[config.mk]
export PLATFORM = sky130hd
export DESIGN_NAME = depacketizer_4_serial
export DESIGN_NICKNAME = d
export VERILOG_FILES = /design/src/rtl/depacketizer_4_serial_pkg.sv /design/src/rtl/depacketizer_4_serial_out.sv /design/src/rtl/depacketizer_4_serial.sv
export SDC_FILE = /design/constraint.sdc
export NUM_CORES = 1
export LEC_CHECK = 0
export ABC_CLOCK_PERIOD_IN_PS = 3100
export CORE_MARGIN = 3
export CORE_UTILIZATION = 41
export DETAILED_ROUTE_END_ITERATION = 8
export DONT_BUFFER_PORTS = 1
export GPL_TIMING_DRIVEN = 0
export PLACE_DENSITY = 0.65
export SYNTH_ARGS = -nofsm -noshare
export SYNTH_HDL_FRONTEND = slang
export SYNTH_SLANG_ARGS = --single-unit
export TNS_END_PERCENT = 5
[constraint.sdc]
create_clock -name clk -period 3.1 [get_ports clk]
set_input_delay 0.31 -clock clk [delete_from_list [all_inputs] [get_ports clk]]
set_output_delay 0.31 -clock clk [all_outputs]
set_load 0.03 [all_outputs]
[src/rtl/depacketizer_4_serial_pkg.sv]
// Shared definitions for the 4-flit packetizer/depacketizer pair: flit header
// bit positions, payload-width helpers and the depacketizer state encoding.
package depacketizer_4_serial_pkg;

  localparam int MAX_FLITS = 4;

  // Header bit offsets counted down from the flit MSB.
  localparam int FLIT_VALID_OFS = 0;
  localparam int FLIT_HEAD_OFS  = 1;
  localparam int FLIT_TAIL_OFS  = 2;
  localparam int FLIT_HDR_BITS  = 3;

  typedef enum logic {IDLE, BODY} state_t;

  // Actual payload bits carried by flit idx: min(ideal, bits still to send).
  function automatic int flit_payload_width(input int idx, input int fw, input int aw,
                                            input int vw, input int wo);
    int rem, ideal, w, res;
    rem = wo;
    res = 0;
    for (int i = 0; i < MAX_FLITS; i++) begin
      ideal = (i == 0) ? fw - FLIT_HDR_BITS - aw - vw : fw - FLIT_HDR_BITS - vw;
      if (ideal < 0) ideal = 0;
      w = (ideal < rem) ? ideal : rem;
      if (i == idx) res = w;
      rem = rem - w;
    end
    return res;
  endfunction

  // Payload bits already carried by the flits before idx (MSB-first order).
  function automatic int flit_payload_base(input int idx, input int fw, input int aw,
                                           input int vw, input int wo);
    int sum;
    sum = 0;
    for (int i = 0; i < MAX_FLITS; i++)
      if (i < idx) sum = sum + flit_payload_width(i, fw, aw, vw, wo);
    return sum;
  endfunction

  // Number of flits that carry at least one payload bit.
  function automatic int num_flits(input int fw, input int aw, input int vw, input int wo);
    int n;
    n = 0;
    for (int i = 0; i < MAX_FLITS; i++)
      if (flit_payload_width(i, fw, aw, vw, wo) > 0) n = n + 1;
    return n;
  endfunction

endpackage

[src/rtl/depacketizer_4_serial_out.sv]
// One-entry valid/ready output register holding the reassembled word.
module depkt_out_reg #(
  parameter int DW = 16
) (
  input  logic          clk,
  input  logic          rst,
  input  logic          in_valid,
  input  logic [DW-1:0] in_data,
  output logic          in_ready,
  output logic          out_valid,
  output logic [DW-1:0] out_data,
  input  logic          out_ready
);

  // Can take a new word when empty or when the held word leaves this cycle.
  assign in_ready = !out_valid || out_ready;

  // Load on a new word; otherwise drop valid once the consumer has taken it.
  always_ff @(posedge clk or posedge rst) begin
    if (rst) begin
      out_valid <= 1'b0;
      out_data  <= '0;
    end else if (in_valid && in_ready) begin
      out_valid <= 1'b1;
      out_data  <= in_data;
    end else if (out_ready) begin
      out_valid <= 1'b0;
    end
  end

endmodule

[src/rtl/depacketizer_4_serial.sv]
// Serial 4-flit depacketizer: strips flit headers, reassembles the payload
// MSB-first into one word, and flags framing errors with a saturating count.
module depacketizer_4_serial
  import depacketizer_4_serial_pkg::*;
#(
  parameter int ADDRESS_WIDTH    = 4,
  parameter int VC_ADDRESS_WIDTH = 1,
  parameter int FLIT_WIDTH       = 9,
  parameter int WIDTH_OUT        = 12
) (
  input  logic                     clk,
  input  logic                     rst,
  input  logic [FLIT_WIDTH-1:0]    flit_in,
  input  logic                     flit_valid_in,
  output logic                     flit_ready_out,
  output logic [WIDTH_OUT-1:0]     data_out,
  output logic [ADDRESS_WIDTH-1:0] dst_out,
  output logic                     valid_out,
  input  logic                     ready_in,
  output logic                     err_out,
  output logic [7:0]               err_count
);

  localparam int NUM_FLITS = num_flits(FLIT_WIDTH, ADDRESS_WIDTH, VC_ADDRESS_WIDTH, WIDTH_OUT);
  localparam int CW        = $clog2(MAX_FLITS + 1);
  localparam int IW        = $clog2(MAX_FLITS);
  localparam logic [CW-1:0] LAST_CNT = CW'(NUM_FLITS);

  localparam int VLD_BIT   = FLIT_WIDTH - 1 - FLIT_VALID_OFS;
  localparam int HEAD_BIT  = FLIT_WIDTH - 1 - FLIT_HEAD_OFS;
  localparam int TAIL_BIT  = FLIT_WIDTH - 1 - FLIT_TAIL_OFS;
  localparam int DST_MSB   = FLIT_WIDTH - 1 - FLIT_HDR_BITS - VC_ADDRESS_WIDTH;
  localparam int HEAD_PMSB = DST_MSB - ADDRESS_WIDTH;
  localparam int BODY_PMSB = DST_MSB;

  state_t                  state, state_n;
  logic [CW-1:0]           cnt, cnt_n, cnt_inc;
  logic [WIDTH_OUT-1:0]    asm_q, asm_n;
  logic [ADDRESS_WIDTH-1:0] dst_q, dst_n;
  logic                    take, is_head, is_tail, done, err;
  logic                    unused_flit;

  // Flit k's payload already shifted into its place in the word, zeros elsewhere.
  logic [MAX_FLITS-1:0][WIDTH_OUT-1:0] slice;

  for (genvar k = 0; k < MAX_FLITS; k++) begin : g_slice
    localparam int W    = flit_payload_width(k, FLIT_WIDTH, ADDRESS_WIDTH, VC_ADDRESS_WIDTH, WIDTH_OUT);
    localparam int BASE = flit_payload_base(k, FLIT_WIDTH, ADDRESS_WIDTH, VC_ADDRESS_WIDTH, WIDTH_OUT);
    localparam int PMSB = (k == 0) ? HEAD_PMSB : BODY_PMSB;
    if (W > 0) begin : g_on
      assign slice[k] = WIDTH_OUT'(flit_in[PMSB -: W]) << (WIDTH_OUT - BASE - W);
    end else begin : g_off
      assign slice[k] = '0;
    end
  end

  // VC and padding bits carry nothing this block needs.
  assign unused_flit = ^flit_in;

  assign take    = flit_valid_in && flit_ready_out && flit_in[VLD_BIT];
  assign is_head = flit_in[HEAD_BIT];
  assign is_tail = flit_in[TAIL_BIT];
  assign cnt_inc = cnt + CW'(1);

  // Framing FSM: decide where each accepted flit goes and whether it completes or breaks a packet.
  always_comb begin
    state_n = state;
    cnt_n   = cnt;
    asm_n   = asm_q;
    dst_n   = dst_q;
    done    = 1'b0;
    err     = 1'b0;
    if (take) begin
      if (is_head) begin
        // A head always starts a fresh packet; mid-packet it also aborts the old one.
        err   = (state == BODY);
        asm_n = slice[0];
        dst_n = flit_in[DST_MSB -: ADDRESS_WIDTH];
        cnt_n = CW'(1);
        if (NUM_FLITS == 1 && is_tail) begin
          done    = 1'b1;
          state_n = IDLE;
          cnt_n   = '0;
        end else begin
          state_n = BODY;
        end
      end else if (state == IDLE) begin
        err = 1'b1;
      end else begin
        asm_n = asm_q | slice[cnt[IW-1:0]];
        cnt_n = cnt_inc;
        if (is_tail) begin
          done    = (cnt_inc == LAST_CNT);
          err     = (cnt_inc != LAST_CNT);
          state_n = IDLE;
          cnt_n   = '0;
        end else if (cnt_inc == LAST_CNT) begin
          err     = 1'b1;
          state_n = IDLE;
          cnt_n   = '0;
        end
      end
    end
  end

  // Assembly state: FSM state, flit count, partial word and captured destination.
  always_ff @(posedge clk or posedge rst) begin
    if (rst) begin
      state <= IDLE;
      cnt   <= '0;
      asm_q <= '0;
      dst_q <= '0;
    end else begin
      state <= state_n;
      cnt   <= cnt_n;
      asm_q <= asm_n;
      dst_q <= dst_n;
    end
  end

  // Error pulse and saturating error count.
  always_ff @(posedge clk or posedge rst) begin
    if (rst) begin
      err_out   <= 1'b0;
      err_count <= '0;
    end else begin
      err_out <= err;
      if (err && err_count != 8'hFF) err_count <= err_count + 8'd1;
    end
  end

  depkt_out_reg #(.DW(ADDRESS_WIDTH + WIDTH_OUT)) u_out (
    .clk       (clk),
    .rst       (rst),
    .in_valid  (done),
    .in_data   ({dst_n, asm_n}),
    .in_ready  (flit_ready_out),
    .out_valid (valid_out),
    .out_data  ({dst_out, data_out}),
    .out_ready (ready_in)
  );

endmodule

==> flow_metrics.py, run 1 <==
metrics = {
    "outcome": {
        "run_status": "finished, final reports clean",
    },
    "power": {
        "power.ir.vdd_worst_mv": 0.305,
        "p_leak_nw": 1.08,
        "pwr_density_cell_nw_per_um2": 642,
    },
    "critical_path": {
        "crit_path_frequent_cell": "sky130_fd_sc_hd__ha_1",
        "maximum_single_stage_delay_on_the_critical_path_ps": 450,
        "timing.critical_path.cells": "ha_1 -> ha_1 -> inv_1 -> ha_1 -> or3b_4 -> nand4_4 -> nor2_2 -> mux2_4",
        "end_kind": "register",
        "worst_path_max_delay_cell": "sky130_fd_sc_hd__dfrtp_1",
        "worst-endpoint-required_ps": 3290,
        "crit_path_max_fanout": 7,
        "crit-reg2reg-launch": "cnt[0]$_DFFE_PP0P_",
        "crit_path_start_kind": "register",
        "cp_data_arrival_time_ps": 2460,
        "timing.setup.critical_path_class": "reg -> reg",
        "cp-startpoint": "cnt[0]$_DFFE_PP0P_",
    },
    "cells_and_area": {
        "nNetsFinal": 196,
        "multi_input_combinational_cell_area_sq_um": 800,
        "fin_area_sq_um": 2230,
        "antennaDiodeCount": 0,
        "area_delta_synth_final_pct": 9.95,
        "layout-drive-gt1-share": 0.169,
        "fill_cells": 432,
        "final-seq-area_sq_um": 1150,
        "post-route-util": 0.488,
        "post_layout_nonfiller_instances": 243,
    },
    "clock_network": {
        "post_cts.repair.setup_buffers": 0,
        "clock_tree.root_cell": "sky130_fd_sc_hd__clkbuf_8",
        "cts.reportedPaths.clkPinSlew_ps": 90,
        "cts_buffers": 5,
        "htree_num_levels": 2,
        "tritoncts_num_sinks": 46,
        "cts_tree": "done",
        "cts.path.max_buffers": 2,
        "worstSkewPairLatency_ps": 300,
    },
    "logic_synthesis": {
        "synthXorXnorAreaFrac": 0.0216,
        "netlist_top_cells_area": "sky130_fd_sc_hd__dfrtp_1 (57%), sky130_fd_sc_hd__ha_1 (3.7%), sky130_fd_sc_hd__mux2_2 (3.3%), sky130_fd_sc_hd__nor2_1 (2.6%), sky130_fd_sc_hd__mux2i_1 (2.5%)",
        "dominant_combinational_cell_family_by_area_after_synthesis": "simple AND/OR/NAND/NOR gates",
        "synthAdderAreaFrac": 0.0371,
        "synth_area_per_cell_sq_um": 12.1,
        "synth.lib_cells_used.distinct": 40,
        "synthesis.yosys.warnings": 0,
        "synth_area_in_compound_gates": 0.0933,
        "synthMuxAreaShare": 0.0878,
        "synth_sequential_area_ratio": 0.569,
        "ys_ff_latch": 46,
        "syn-instance-count": 168,
        "synth.top_cell.area_share": 0.569,
        "synth.net_count": 187,
        "post_synth_and_or_nand_nor_area_fraction": 0.155,
        "synthesis.area_sq_um": 2020,
        "post-synth-top-area-cell": "sky130_fd_sc_hd__dfrtp_1",
    },
    "floorplanning": {
        "dieArea_sq_um": 5820,
        "fp.dieH_um": 76.3,
        "total_number_of_placement_rows": 24,
        "die_width_um": 76.3,
        "io-pin-count": 40,
        "core-area_sq_um": 4560,
        "starting_density": 0.444,
    },
    "timing": {
        "maxSlewViolCount": 0,
        "headroom_to_the_max_slew_limit": 0.524,
        "totalNegativeSetupSlack_ps": 0,
        "unrepaired_setup_endpoints_after_global_routing": "false",
        "max_freq_mhz": 439,
        "clock_tree_skew_after_final_layout_ps": 3.55,
        "max_slew.worst_pin.slew_ps": 711,
        "min_period_ps": 2280,
        "final-hold-violation-count": 0,
        "finalSetupViolCount": 0,
        "timing.final.crit_share": 0.734,
    },
    "detailed_routing": {
        "wl_per_cell_um": 16.7,
        "detailroute.via_count": 1305,
        "drt-pass1-iter-count": 4,
        "drtAntennaViolNets": 0,
        "drc": 0,
        "post_drt_via_cell_ratio": 5.37,
        "postRouteWirelength_um": 4060,
        "drt-initial-drc-count": 66,
    },
    "global_route": {
        "track_usage": 0.151,
        "antenna_found_initial": 0,
        "grt_start_max_net_pins": 38,
        "grt_first_pass_wirelength_um": 6960,
        "first_global_vias": 1365,
        "gr-total-overflow": 0,
    },
    "placed_design": {
        "post-place-cells": 234,
        "placement.cell_area_sq_um": 2130,
        "routability_congestion_estimate_from_global_placement": 0.762,
        "place.detailed.hpwl_um": 2960,
        "place.port_buffers": 0,
    },
    "run": {
        "drv_cap": 0,
    },
    "hold_path": {
        "worst_hold_startpoint": "flit_in[3]",
        "worst_min_delay_path_class": "in -> reg",
    },
}
## registers in the layout (all words and copies together), names as in the netlist
| name | cells |
|---|---|
| dst_q | 4 |
| u_out.out_valid | 1 |
| cnt | 3 |
| err_out | 1 |
| err_count | 8 |
| asm_q | 12 |
| state | 1 |
| u_out.out_data | 16 |
## placed cells by master, fill, tap and decap left out, types with 2 or more instances in the layout
cell type / Yosys / layout
sky130_fd_sc_hd__a21oi_1: 7 / 7
sky130_fd_sc_hd__a31oi_1: 2 / 2
sky130_fd_sc_hd__a32o_1: 2 / 2
sky130_fd_sc_hd__a41oi_1: 5 / 5
sky130_fd_sc_hd__buf_4: 2 / 2
sky130_fd_sc_hd__clkbuf_8: 0 / 5
sky130_fd_sc_hd__dfrtp_1: 46 / 46
sky130_fd_sc_hd__ha_1: 6 / 6
sky130_fd_sc_hd__inv_1: 13 / 12
sky130_fd_sc_hd__mux2_1: 4 / 4
sky130_fd_sc_hd__mux2_2: 6 / 6
sky130_fd_sc_hd__mux2i_1: 5 / 5
sky130_fd_sc_hd__nand2_1: 11 / 11
sky130_fd_sc_hd__nand3_1: 3 / 3
sky130_fd_sc_hd__nand4_1: 2 / 2
sky130_fd_sc_hd__nor2_1: 14 / 14
sky130_fd_sc_hd__nor2b_1: 2 / 2
sky130_fd_sc_hd__nor3_1: 2 / 2
sky130_fd_sc_hd__nor4_1: 2 / 2
sky130_fd_sc_hd__o21ai_0: 9 / 9
sky130_fd_sc_hd__xor2_1: 5 / 5
## path summary, 6_finish.rpt
kind                                             to  slack, ps  cells past startpoint
setup / recovery           err_count[1]$_DFFE_PP0P_        820                      8
hold / removal                   dst_q[2]$_DFF_PP0_        160                      1
setup reg to reg           err_count[1]$_DFFE_PP0P_        820                      8
hold reg to reg                  asm_q[7]$_DFF_PP0_        490                      2
max in group asynchronous        cnt[1]$_DFFE_PP0P_       2270                      3
min in group asynchronous  err_count[0]$_DFFE_PP0P_        380                      2
## through the flow
step / hold slack [ps] / total power (W) / setup WS [ps]
2_1_floorplan: 449 / 0.00102 / 1000
3_3_place_gp: 463 / 0.00106 / 929
3_5_place_dp: 137 / 0.00108 / 835
4_1_cts: 163 / 0.00144 / 818
5_1_grt: 155 / 0.00151 / 752
6_report: 163 / 0.00143 / 824
## where the power goes
part           switching, W  internal [W]
Sequential         0.000174      0.000683
Combinational      0.000112     0.0000945
Clock              0.000206      0.000158
## layer usage
| layer | vias to the layer above | track usage | part of all wire |
|---|---|---|---|
| met5 | - | 0 | 0 |
| met4 | 0 | 0.0543 | 0.015 |
| met3 | 5 | 0.0556 | 0.075 |
| met2 | 36 | 0.244 | 0.49 |
| met1 | 661 | 0.185 | 0.42 |
| li1 | 603 | - | - |
## cell type report
class / count / area share
Clock inverter: 3 / 0.00956
Sequential cell: 46 / 0.517
Multi-Input combinational cell: 105 / 0.359
Buffer: 3 / 0.00843
Clock buffer: 5 / 0.0309
Tap cell: 65 / 0.0365
Inverter: 14 / 0.0247
Timing Repair Buffer: 2 / 0.0135
## kinds of logic after synthesis
group	Yosys count
AO/OA/AOI/OAI	29
XOR/XNOR	5
adder cells (fa/ha/maj)	6
buffers and inverters	17
flip-flops	46
multiplexers	16
AND/OR/NAND/NOR	49
## synthesized netlist by cell type, drive strengths merged
master and count:
dfrtp 46, nor2 15, inv 14, mux2 11
nand2 11, o21ai 9, a21oi 7, ha 6
a41oi 5, mux2i 5, xor2 5, nand3 4
nand4 4, nor2b 3, nor4 3, a31oi 2
a32o 2, buf 2, nor3 2, a22o 1
and2 1, and2b 1, and3 1, clkbuf 1
nand2b 1, nor4b 1, o21a 1, o31a 1
o31ai 1, or2b 1, or3b 1
## worst max-delay path: cells and delay by family (launching register included)
kind	cells	cell delay, ps
multiplexers	1	310
flip-flops	1	450
buffers and inverters	1	90
AND/OR/NAND/NOR	3	610
adder cells (fa/ha/maj)	3	690
## timing repair
item,in CTS,in global routing
endpoints found under the hold margin,9,0
hold buffers,1,0
gates resized for setup,0,0
endpoints found under the setup margin,0,0
No activity file was read; power rests on OpenSTA's default activity.
==> run 2: changes to the inputs <==
Settings changed: ABC_CLOCK_PERIOD_IN_PS 3100 to 1940, PLACE_DENSITY 0.65 to 0.67.
Clock period 3.1 ns to 1.94 ns, I/O delays scaled along.
==> flow_metrics.py, run 2 (synthesis results as in run 1) <==
metrics = {
    "outcome": {
        "run_status": "finished with violations",
        "failing_checks": "negative setup slack",
    },
    "critical_path": {
        "worst-r2r-setup-slack_ps": -70,
        "reg2regPathDepth": 8,
        "crit_path_max_fanout": 6,
        "crit-reg2reg-launch": "cnt[0]$_DFFE_PP0P_",
        "crit_path_start_kind": "register",
        "reg2reg_to": "err_count[1]$_DFFE_PP0P_",
        "cp_data_arrival_time_ps": 2190,
        "worst-endpoint-required_ps": 2120,
        "timing.setup.critical_path_class": "reg -> reg",
        "end_kind": "register",
    },
    "timing": {
        "worst_hold_slack_ps": 57.6,
        "timing.final.crit_share": 1.04,
        "max_freq_mhz": 497,
        "unrepaired_setup_endpoints_after_global_routing": "true",
        "min_period_ps": 2010,
        "clock_tree_skew_after_final_layout_ps": 10.4,
        "final-hold-violation-count": 0,
        "max_slew.worst_pin.slew_ps": 723,
        "maxSlewViolCount": 0,
        "final_critical_path_setup_slack_ps": -70.9,
        "headroom_to_the_max_slew_limit": 0.516,
        "finalSetupViolCount": 3,
    },
    "cells_and_area": {
        "commonest_cells_after_routing_fill_and_taps_aside": "sky130_fd_sc_hd__dfrtp_1 (44), sky130_fd_sc_hd__nor2_1 (14), sky130_fd_sc_hd__inv_1 (11), sky130_fd_sc_hd__nand2_1 (11), sky130_fd_sc_hd__o21ai_0 (9)",
        "layout-drive-gt1-share": 0.234,
        "max_flop_register": "u_out.out_data",
        "largest_registers": "u_out.out_data (16), asm_q (12), err_count (8)",
        "largest_register_ffs": 16,
        "area_delta_synth_final_pct": 14.6,
        "antennaDiodeCount": 0,
        "mostFrequentLayoutCell": "sky130_fd_sc_hd__dfrtp_1",
        "post_layout_nonfiller_instances": 249,
        "nNetsFinal": 202,
    },
    "clock_network": {
        "htree_num_levels": 2,
        "cts_tree": "done",
        "cts.reportedPaths.clkPinSlew_ps": 80,
        "clock_tree.root_cell": "sky130_fd_sc_hd__clkbuf_8",
        "tritoncts_num_sinks": 46,
        "cts.path.max_buffers": 2,
        "worstSkewPairLatency_ps": 300,
        "cts_buffers": 5,
    },
    "floorplanning": {
        "io-pin-count": 40,
        "fp.dieH_um": 76.3,
        "core-area_sq_um": 4560,
        "total_number_of_placement_rows": 24,
        "starting_density": 0.444,
        "die_width_um": 76.3,
        "dieArea_sq_um": 5820,
    },
    "hold_path": {
        "whs_endpoint": "dst_q[0]$_DFF_PP0_",
        "min_delay_path_depth": 1,
        "worst_hold_startpoint": "flit_in[1]",
        "worst_min_delay_path_class": "in -> reg",
    },
    "global_route": {
        "grt_start_max_net_pins": 38,
        "first_global_vias": 1392,
        "grt_first_pass_wirelength_um": 6950,
        "track_usage": 0.151,
        "gr-total-overflow": 0,
        "antenna_found_initial": 0,
    },
    "placed_design": {
        "place.detailed.hpwl_um": 2880,
        "routability_congestion_estimate_from_global_placement": 0.813,
        "post-place-cells": 234,
        "place.port_buffers": 0,
    },
    "detailed_routing": {
        "drt-pass1-iter-count": 5,
        "drc": 0,
        "postRouteWirelength_um": 4160,
        "drt-initial-drc-count": 103,
        "post_drt_via_cell_ratio": 5.17,
        "wl_per_cell_um": 16.7,
        "drtAntennaViolNets": 0,
        "detailroute.via_count": 1287,
    },
    "power": {
        "p_leak_nw": 1.11,
        "power.ir.vdd_worst_mv": 0.529,
        "pwr_density_cell_nw_per_um2": 1000,
    },
    "run": {
        "drv_cap": 0,
    },
}
-- run 2: changes by cell type in the layout (fill, tap and decap cells not counted), sizes merged --
| cell | delta |
|---|---|
| buf | +6 |
-- run 2: metrics by stage --
step | util | power (W) | setup TNS, ps | cell area (sq um) | worst slack [ps]
after global placement | 0.468 | 0.00170 | -393 | 2140 | -137
after global routing | 0.508 | 0.00246 | -423 | 2320 | -98.6
after detailed placement | 0.473 | 0.00172 | -758 | 2160 | -168
after CTS | 0.504 | 0.00233 | -156 | 2300 | -81.1
after floorplan | - | 0.00164 | -91.1 | 2060 | -77.1
final | 0.508 | 0.00232 | -145 | 2320 | -70.9
-- run 2: critical path: stages (launching register included) --
cell and delay, ps:
sky130_fd_sc_hd__dfrtp_2 440, sky130_fd_sc_hd__ha_4 170, sky130_fd_sc_hd__ha_4 170, sky130_fd_sc_hd__inv_4 50, sky130_fd_sc_hd__ha_4 180, sky130_fd_sc_hd__or3b_4 380, sky130_fd_sc_hd__nand4_4 140, sky130_fd_sc_hd__nor2_4 60
sky130_fd_sc_hd__mux2_4 310
-- run 2: worst max-delay path by stage --
stage	cells after the start	slack [ps]	endpoint	startpoint
2_1_floorplan	8	-80	err_count[1]$_DFFE_PP0P_	cnt[0]$_DFFE_PP0P_
3_3_place_gp	8	-140	err_count[1]$_DFFE_PP0P_	cnt[0]$_DFFE_PP0P_
3_5_place_dp	8	-170	err_count[1]$_DFFE_PP0P_	cnt[0]$_DFFE_PP0P_
4_1_cts	8	-80	err_count[1]$_DFFE_PP0P_	cnt[0]$_DFFE_PP0P_
5_1_grt	8	-100	err_count[1]$_DFFE_PP0P_	cnt[1]$_DFFE_PP0P_
6_report	8	-70	err_count[1]$_DFFE_PP0P_	cnt[0]$_DFFE_PP0P_
-- run 2: cell type report --
type                       count  area, sq um
clock inverter                 3         21.3
multi-input combinational    105          842
timing repair buffer           8         75.1
sequential                    46         1150
inverter                      14         57.6
buffer                         3         20.0
tap                           65         81.3
clock buffer                   5         68.8
fill                         404         2240
-- run 2: what timing repair did --
action / 4_1_cts / 5_1_grt
endpoints found under the setup margin: 8 / 13
setup buffers: 4 / 2
hold endpoints to repair: 46 / 0
pin swaps: 4 / 2
gates resized for setup: 3 / 3
hold buffers: 1 / 0
-- run 2: per-layer routing --
metal	vias to the layer above	track usage	wire length [um]
li1	616	-	-
met1	640	0.186	1820
met2	26	0.249	2050
met3	5	0.0437	233
met4	0	0.0598	51
met5	-	0	0
-- run 2: power breakdown --
| group | total [W] | switching (W) | leakage [nW] | internal [W] |
|---|---|---|---|---|
| Clock | 0.000575 | 0.000322 | 0.0441 | 0.000253 |
| Combinational | 0.000381 | 0.000195 | 0.487 | 0.000186 |
| Sequential | 0.00137 | 0.000275 | 0.584 | 0.00109 |
==> run 3: changes to the inputs <==
Settings changed: SKIP_CTS_REPAIR_TIMING set to 1.
==> flow_metrics.py, run 3 (synthesis results as in run 1) <==
metrics = {
    "critical_path": {
        "timing.setup.critical_path_class": "reg -> reg",
        "crit_path_start_kind": "register",
        "crit-reg2reg-launch": "cnt[0]$_DFFE_PP0P_",
        "reg2reg_to": "err_count[1]$_DFFE_PP0P_",
        "cp_data_arrival_time_ps": 2210,
        "crit_path_max_fanout": 6,
        "cp-startpoint": "cnt[0]$_DFFE_PP0P_",
        "timing.critical_path.cells": "ha_4 -> ha_4 -> inv_4 -> ha_4 -> or3b_4 -> nand4_4 -> nor2_4 -> mux2_4",
        "cp_num_cells": 8,
        "end_kind": "register",
        "cp_buf_inv_count": 1,
        "critical-path-top-delay-family": "simple AND/OR/NAND/NOR gates",
        "worst-r2r-setup-slack_ps": -90,
        "crit_path_frequent_cell": "sky130_fd_sc_hd__ha_4",
        "worst-endpoint-required_ps": 2120,
        "maximum_single_stage_delay_on_the_critical_path_ps": 440,
        "reg2regPathDepth": 8,
        "worstSetupEndpoint": "err_count[1]$_DFFE_PP0P_",
        "worst_path_max_delay_cell": "sky130_fd_sc_hd__dfrtp_2",
    },
    "floorplanning": {
        "die_width_um": 76.3,
        "total_number_of_placement_rows": 24,
        "io-pin-count": 40,
        "core-area_sq_um": 4560,
        "fp.dieH_um": 76.3,
        "starting_density": 0.444,
        "dieArea_sq_um": 5820,
    },
    "cells_and_area": {
        "max_flop_register": "u_out.out_data",
        "mostFrequentLayoutCell": "sky130_fd_sc_hd__dfrtp_1",
        "antennaDiodeCount": 0,
        "fin_area_sq_um": 2310,
        "post_layout_nonfiller_instances": 247,
        "largest_registers": "u_out.out_data (16), asm_q (12), err_count (8)",
        "largest_register_ffs": 16,
        "fill_cells": 404,
        "layout-drive-gt1-share": 0.231,
        "nNetsFinal": 200,
        "post-route-util": 0.505,
        "commonest_cells_after_routing_fill_and_taps_aside": "sky130_fd_sc_hd__dfrtp_1 (43), sky130_fd_sc_hd__nor2_1 (14), sky130_fd_sc_hd__inv_1 (11), sky130_fd_sc_hd__nand2_1 (11), sky130_fd_sc_hd__o21ai_0 (9)",
        "area_delta_synth_final_pct": 13.9,
    },
    "timing": {
        "maxSlewViolCount": 0,
        "max_freq_mhz": 493,
        "headroom_to_the_max_slew_limit": 0.521,
        "final-hold-violation-count": 0,
        "timing.final.crit_share": 1.05,
        "finalSetupViolCount": 4,
        "clock_tree_skew_after_final_layout_ps": 10.1,
        "final_critical_path_setup_slack_ps": -87.7,
        "max_slew.worst_pin.slew_ps": 715,
        "min_period_ps": 2030,
        "totalNegativeSetupSlack_ps": -189,
        "unrepaired_setup_endpoints_after_global_routing": "true",
    },
    "detailed_routing": {
        "post_drt_via_cell_ratio": 5.29,
        "routed-wl-met2_um": 2030,
        "routedLengthMet1_um": 1670,
        "route.met3.wl_um": 315,
        "top_layer_used": "met4",
        "detailroute.via_count": 1306,
        "drt-pass1-iter-count": 4,
        "wl_per_cell_um": 16.5,
        "postRouteWirelength_um": 4070,
        "drc": 0,
        "drtAntennaViolNets": 0,
        "drt-initial-drc-count": 138,
    },
    "clock_network": {
        "worstSkewPairLatency_ps": 300,
        "tritoncts_num_sinks": 46,
        "htree_num_levels": 2,
        "cts.reportedPaths.clkPinSlew_ps": 80,
        "cts_buffers": 5,
        "cts.path.max_buffers": 2,
        "cts_tree": "done",
        "clock_tree.root_cell": "sky130_fd_sc_hd__clkbuf_8",
    },
    "run": {
        "drv_cap": 0,
    },
    "global_route": {
        "antenna_found_initial": 0,
        "gr-total-overflow": 0,
        "grt_first_pass_wirelength_um": 6740,
        "first_global_vias": 1394,
        "grt_start_max_net_pins": 38,
        "track_usage": 0.146,
    },
    "hold_path": {
        "worst_min_delay_path_class": "in -> reg",
    },
    "placed_design": {
        "place.port_buffers": 0,
        "routability_congestion_estimate_from_global_placement": 0.813,
        "placement.cell_area_sq_um": 2160,
        "place.detailed.hpwl_um": 2880,
        "post-place-cells": 234,
    },
    "power": {
        "p_leak_nw": 1.10,
        "pwr_density_cell_nw_per_um2": 1000,
        "power.ir.vdd_worst_mv": 0.529,
    },
    "outcome": {
        "failing_checks": "negative setup slack",
        "run_status": "finished with violations",
    },
}
run 3: metal layers:
layer / vias to the layer above / global-route usage
li1: 617 / -
met1: 641 / 0.173
met2: 43 / 0.235
met3: 5 / 0.0544
met4: 0 / 0.0670
met5: - / 0
run 3: worst min path at each step:
stage	from	end	slack, ps	depth (start not counted)
5_1_grt	flit_in[4]	dst_q[3]$_DFF_PP0_	40	1
3_5_place_dp	rst	err_count[0]$_DFFE_PP0P_	20	1
4_1_cts	rst	err_count[2]$_DFFE_PP0P_	-300	1
6_report	flit_in[1]	dst_q[0]$_DFF_PP0_	60	1
3_3_place_gp	flit_in[2]	dst_q[1]$_DFF_PP0_	350	1
2_1_floorplan	flit_in[2]	dst_q[1]$_DFF_PP0_	340	1
run 3: final cells by class:
class	instances	area (sq um)	share of cell area
plain buffers	3	20.0	0.00868
clock inverters	3	21.3	0.00922
inverters	14	57.6	0.0250
well taps	65	81.3	0.0353
multi-input cells	105	842	0.365
flip-flops and latches	46	1150	0.501
clock buffers	5	68.8	0.0298
repair buffers	6	60.1	0.0260
run 3: through the flow:
stage	worst slack (ps)	power, W	hold slack, ps
final	-87.7	0.00231	57.4
after detailed placement	-168	0.00172	20.7
after floorplan	-77.1	0.00164	344
after global routing	-119	0.00244	40.4
after global placement	-137	0.00170	353
after CTS	-192	0.00230	-304
run 3: power by group:
part           internal (W)  switching, W  total [W]
combinational      0.000175      0.000191   0.000366
sequential          0.00109      0.000274    0.00137
clock              0.000253      0.000322   0.000575
